### src/rtl/tff_bank_pkg.sv
// Shared types and constants for the toggle flip-flop bank.
// Op encoding and event-counter sizing live here.
package tff_bank_pkg;

  typedef enum logic [1:0] {
    OP_TOGGLE = 2'd0,
    OP_SET    = 2'd1,
    OP_CLEAR  = 2'd2,
    OP_LOAD   = 2'd3
  } tff_op_e;

  localparam int EV_CNT_W = 16;
  localparam logic [EV_CNT_W-1:0] EV_CNT_MAX = '1;

endpackage

### src/rtl/tff_chan.sv
// One bank channel: q bit, prescale counter and registered change flag.
// chg is the combinational next-edge change, used by the bank event counter.
module tff_chan
  import tff_bank_pkg::*;
#(
  parameter int DIV_W = 4
) (
  input  logic             clk,
  input  logic             rst,
  input  logic             en,
  input  tff_op_e          op,
  input  logic             t,
  input  logic             d,
  input  logic [DIV_W-1:0] div,
  output logic             q,
  output logic             toggled,
  output logic             chg
);

  logic [DIV_W-1:0] cnt;
  logic [DIV_W-1:0] cnt_nx;
  logic             q_nx;

  always_comb begin
    q_nx   = q;
    cnt_nx = cnt;
    if (en) begin
      unique case (op)
        OP_TOGGLE: begin
          if (t) begin
            // >= lets a lowered div fire on the very next pulse
            if (cnt >= div) begin
              q_nx   = ~q;
              cnt_nx = '0;
            end else begin
              cnt_nx = cnt + 1'b1;
            end
          end
        end
        OP_SET: begin
          if (t) begin
            q_nx   = 1'b1;
            cnt_nx = '0;
          end
        end
        OP_CLEAR: begin
          if (t) begin
            q_nx   = 1'b0;
            cnt_nx = '0;
          end
        end
        OP_LOAD: begin
          q_nx   = d;
          cnt_nx = '0;
        end
        default: ;
      endcase
    end
  end

  assign chg = q_nx ^ q;

  always_ff @(posedge clk or posedge rst) begin
    if (rst) begin
      q       <= 1'b0;
      cnt     <= '0;
      toggled <= 1'b0;
    end else begin
      q       <= q_nx;
      cnt     <= cnt_nx;
      toggled <= chg;
    end
  end

endmodule

### src/rtl/tff_bank.sv
// Bank of WIDTH prescaled toggle flip-flops with set/clear/load ops.
// Optional saturating change-event counter under TFF_BANK_EVCNT_EN.
module tff_bank
  import tff_bank_pkg::*;
#(
  parameter int WIDTH = 8,
  parameter int DIV_W = 4
) (
  input  logic             clk,
  input  logic             rst,
  input  logic             en,
  input  logic [1:0]       op,
  input  logic [WIDTH-1:0] t,
  input  logic [WIDTH-1:0] d,
  input  logic [DIV_W-1:0] div,
  output logic [WIDTH-1:0] q,
  output logic [WIDTH-1:0] toggled
`ifdef TFF_BANK_EVCNT_EN
  ,
  output logic [EV_CNT_W-1:0] ev_cnt
`endif
);

  tff_op_e          op_e;
  logic [WIDTH-1:0] chg;

  assign op_e = tff_op_e'(op);

  for (genvar i = 0; i < WIDTH; i++) begin : g_chan
    tff_chan #(
      .DIV_W(DIV_W)
    ) u_chan (
      .clk    (clk),
      .rst    (rst),
      .en     (en),
      .op     (op_e),
      .t      (t[i]),
      .d      (d[i]),
      .div    (div),
      .q      (q[i]),
      .toggled(toggled[i]),
      .chg    (chg[i])
    );
  end

`ifdef TFF_BANK_EVCNT_EN
  // chg is already zero when en is low; en kept for clarity
  always_ff @(posedge clk or posedge rst) begin
    if (rst) begin
      ev_cnt <= '0;
    end else if (en && (|chg) && ev_cnt != EV_CNT_MAX) begin
      ev_cnt <= ev_cnt + 1'b1;
    end
  end
`else
  logic unused_chg;
  assign unused_chg = ^chg;
`endif

endmodule

### config.mk
export PLATFORM = sky130hd
export DESIGN_NAME = tff_bank
export DESIGN_NICKNAME = d
export VERILOG_FILES = /design/src/rtl/tff_bank_pkg.sv /design/src/rtl/tff_chan.sv /design/src/rtl/tff_bank.sv
export SDC_FILE = /design/constraint.sdc
export NUM_CORES = 1
export LEC_CHECK = 0
export ABC_CLOCK_PERIOD_IN_PS = 2150
export CORE_UTILIZATION = 50
export CTS_BUF_LIST = sky130_fd_sc_hd__clkbuf_4
export CTS_CLUSTER_DIAMETER = 30
export DETAILED_ROUTE_END_ITERATION = 7
export GPL_ROUTABILITY_DRIVEN = 0
export GPL_TIMING_DRIVEN = 1
export PLACE_DENSITY = 0.71
export SLEW_MARGIN = 20
export SYNTH_ARGS = -nofsm -noshare
export SYNTH_HDL_FRONTEND = slang
export SYNTH_HIERARCHICAL = 1
export SYNTH_SLANG_ARGS = --single-unit
### constraint.sdc
create_clock -name clk -period 2.15 [get_ports clk]
set_input_delay 0.43 -clock clk [delete_from_list [all_inputs] [get_ports clk]]
set_output_delay 0.43 -clock clk [all_outputs]
set_load 0.01 [all_outputs]
==> impl_results.rst <==
.. list-table::
   :header-rows: 1

   * - Metric
     - Value
   * - Top layer reached by signal wires
     - met4
   * - HPWL after detailed placement
     - 7260 um
   * - Residual DRC count
     - 0
   * - Req. time, crit path
     - 2.45 ns
   * - Global-route wire length before repair
     - 16200 um
   * - Maximum ir drop on the vdd rail
     - 292 uV
   * - Standby leakage power
     - 2.72 nW
   * - Multi-input combinational cell area
     - 0.00280 mm2
   * - NetSw
     - 817 uW
   * - Post-cts hold buffer count
     - 0
   * - Type of the setup path with the least slack
     - input port to flip-flop
   * - Class of the worst hold path
     - flip-flop to flip-flop
   * - Vias per cell
     - 5.65
   * - Metal1 wirelength
     - 4410 um
   * - Worst slack, placed
     - -0.210 ns
   * - I/O Pins
     - 41
   * - Slew margin rel.
     - 68.0%
   * - Floorplan die area
     - 0.00886 mm2
   * - Transition at the pin with the smallest max-transition slack
     - 0.479 ns
   * - Number of gates resized after CTS
     - 0
   * - Part of the total power dissipated in combinational logic
     - 33.7%
   * - Initial antenna violation count
     - 0
   * - Global-route usage over all layers
     - 22.9%
   * - Result of the run
     - completed
   * - Register bit count reported by yosys
     - 48
   * - Clock latency reported for the late side of the worst-skew pair
     - 0.37 ns
   * - Sequential power share
     - 41.3%
   * - Cell at the root of the clock tree
     - sky130_fd_sc_hd__clkbuf_4
   * - Sum of routed wire length over all layers
     - 9440 um
   * - Width of the die
     - 94.1 um
   * - Final-report max-slew violation count
     - 0
   * - DR pass1 iterations
     - 4
   * - Mean instance size in the synthesized netlist
     - 9.15 um2
   * - Fraction of power spent switching nets
     - 31.0%
   * - Share of synthesized area occupied by flip-flops and latches
     - 28.3%
   * - CTS tree
     - done
   * - WP data arrival
     - 2.26 ns
   * - Total met3 wirelength after detailed routing
     - 294 um
   * - Internal Pwr Total
     - 1.82 mW
   * - Post-synthesis cell area
     - 0.00424 mm2
   * - Routed vias
     - 3725
   * - Number of different library cells in the post-synthesis netlist
     - 23
   * - Net Count, Synth
     - 569
   * - NumNets Final
     - 659
   * - Number of non-filler instances in the completed layout
     - 659
   * - Postcts setup bufs
     - 0
   * - Upper clock frequency limit
     - 510 MHz
   * - Reported max-cap violation count
     - 0
   * - Gate count after technology mapping
     - 464
   * - Final critical path time including I/O delays and setup
     - 1.96 ns
   * - Worst clock skew
     - 0.00970 ns
   * - Detailed Route Iter0 Violations
     - 167
   * - H-tree level count
     - 2
   * - RSZ-0062 raised after global routing
     - no
   * - Number of placed instances with taps included
     - 652
   * - Share of cells above drive strength 1
     - 16.2%
   * - Filler cells
     - 693
   * - Max Buffers Root-to-Sink
     - 2
   * - P&R area growth vs syn
     - 24.5%
   * - Count of warnings emitted by yosys
     - 6
   * - Number of port buffers
     - 40
   * - Worst setup EP type
     - flip-flop
   * - Final setup margin
     - 0.188 ns
   * - Num CTS Buffers
     - 5
   * - Fin crit share
     - 91.2%
   * - Clock input transition at the sequential cells of the worst setup and hold paths
     - 0.15 ns
   * - Via count of the first global-routing pass
     - 3697
   * - Area inside the core boundary
     - 0.00822 mm2
   * - Std cell rows
     - 33
   * - Initial core utilization
     - 51.7%
   * - Clock power frac
     - 25.0%
   * - Chip Height
     - 94.1 um
   * - Number of clock sinks
     - 48
   * - Startpoint type of the worst setup path
     - input port
   * - Power per standard cell area
     - 498 mW/mm2
   * - Routed wirelength normalized by instance count
     - 14.3 um
   * - Sequential standard cell area
     - 0.00120 mm2
   * - Maximum number of pins on one net before global-route repair
     - 49
   * - Number of antenna-violating nets in the routed design
     - 0
   * - Final setup violating endpoints
     - 0
   * - Worst Path Max Fanout
     - 17
   * - Final hold violation count
     - 0
   * - Antenna fix cells
     - 0
   * - Global-route congestion overflow total
     - 0
   * - Routed length on met2
     - 4620 um
[final timing paths]
path,start,end,slack [ns],cells after the start
max in group asynchronous,rst,g_chan[3].u_chan/cnt[3],1.25,2
max reg2reg,g_chan[1].u_chan/cnt[0],g_chan[1].u_chan/cnt[2],0.48,7
min,g_chan[4].u_chan/cnt[1],g_chan[4].u_chan/cnt[1],0.56,2
max,op[0],g_chan[7].u_chan/toggled,0.19,8
min in group asynchronous,rst,g_chan[6].u_chan/cnt[2],0.64,2
min reg2reg,g_chan[4].u_chan/cnt[1],g_chan[4].u_chan/cnt[1],0.56,2
[through the flow]
step	hold WS (ns)	area (um2)	power [mW]	util [%]	TNS [ns]
after CTS	0.563	5280	2.66	64.3	0
after detailed placement	0.528	5190	1.99	63.1	-6.44
after global placement	0.525	5190	1.96	63.1	-4.72
final	0.556	5280	2.63	64.3	0
after floorplan	0.221	4240	1.57	-	0
after global routing	0.596	5280	2.80	64.3	0
[registers in the layout, summed over array words and instances (netlist names)]
| name | cells |
|---|---|
| g_chan.u_chan/cnt | 32 |
| g_chan.u_chan/toggled | 8 |
| g_chan.u_chan/q | 8 |
[cell usage in the layout, fill, tap and decap left out]
master                             n
sky130_fd_sc_hd__a211o_1          16
sky130_fd_sc_hd__a21boi_2          8
sky130_fd_sc_hd__a21oi_1          16
sky130_fd_sc_hd__a221oi_1          8
sky130_fd_sc_hd__a22o_1           16
sky130_fd_sc_hd__and3_1            8
sky130_fd_sc_hd__and3_2            8
sky130_fd_sc_hd__buf_12            7
sky130_fd_sc_hd__buf_4            36
sky130_fd_sc_hd__bufinv_16         2
sky130_fd_sc_hd__clkbuf_4          5
sky130_fd_sc_hd__clkdlybuf4s50_1  40
sky130_fd_sc_hd__dfrtp_1          48
sky130_fd_sc_hd__ha_1             80
sky130_fd_sc_hd__inv_1            64
sky130_fd_sc_hd__mux2_2            8
sky130_fd_sc_hd__nand2_1          16
sky130_fd_sc_hd__nand2b_1          8
sky130_fd_sc_hd__nand3_1          16
sky130_fd_sc_hd__nor2_1           16
sky130_fd_sc_hd__nor2b_1          16
sky130_fd_sc_hd__nor2b_2           8
sky130_fd_sc_hd__nor3b_1           8
sky130_fd_sc_hd__o211ai_1         16
sky130_fd_sc_hd__o21a_1            8
sky130_fd_sc_hd__o21ai_0          56
sky130_fd_sc_hd__o22ai_1           8
sky130_fd_sc_hd__o32a_2            8
[logic make-up after synthesis]
| kind of cell | Yosys count | synth area share (%) |
|---|---|---|
| and+or+nand+nor | 104 | 13.9 |
| AOI/OAI and AO/OA | 160 | 26.4 |
| adders and majority gates | 80 | 23.6 |
| buffers and inverters | 64 | 5.66 |
| DFF | 48 | 28.3 |
| muxes | 8 | 2.12 |
[per-layer routing]
metal | vias to the layer above | global-route usage, %
met5 | - | 0
met2 | 59 | 39.9
met4 | 0 | 7.44
li1 | 1869 | -
met1 | 1783 | 28.8
met3 | 14 | 3.56
[layout make-up]
cell class              count  share of cell area, %
clock buffers               5                  0.710
clock inverters             2                   1.14
inverters                  64                   4.55
multi-input cells         352                   53.0
flip-flops and latches     48                   22.7
well taps                 105                   2.49
repair buffers             83                   15.3
[critical path, cell delays in order]
cell and delay [ns]:
sky130_fd_sc_hd__clkdlybuf4s50_1 0.50, sky130_fd_sc_hd__buf_12 0.16, sky130_fd_sc_hd__inv_1 0.08, sky130_fd_sc_hd__ha_1 0.20, sky130_fd_sc_hd__nor2b_2 0.16, sky130_fd_sc_hd__a211o_1 0.26, sky130_fd_sc_hd__a211o_1 0.31, sky130_fd_sc_hd__a21boi_2 0.15
[Yosys cell counts, drive strengths merged]
cell type | count | area, um2
o21ai | 56 | 280
inv | 64 | 240
o211ai | 16 | 120
nor2b | 24 | 170
a21boi | 8 | 90.1
o32a | 8 | 90.1
nor2 | 16 | 60.1
a221oi | 8 | 70.1
o21a | 8 | 60.1
nor3b | 8 | 60.1
dfrtp | 48 | 1200
and3 | 16 | 110
o22ai | 8 | 50.1
a22o | 16 | 140
ha | 80 | 1000
nand2b | 8 | 50.1
nand2 | 16 | 60.1
a211o | 16 | 140
a21oi | 16 | 80.1
mux2 | 8 | 90.1
nand3 | 16 | 80.1
[power groups by stage]
stage | clock network [mW] | logic (mW) | registers [mW]
final | 0.657 | 0.888 | 1.09
after global routing | 0.706 | 0.991 | 1.10
after CTS | 0.678 | 0.893 | 1.09
after detailed placement | 0 | 0.886 | 1.10
after global placement | 0 | 0.858 | 1.10
after floorplan | 0 | 0.457 | 1.11
(Power assumes the default switching activity.)
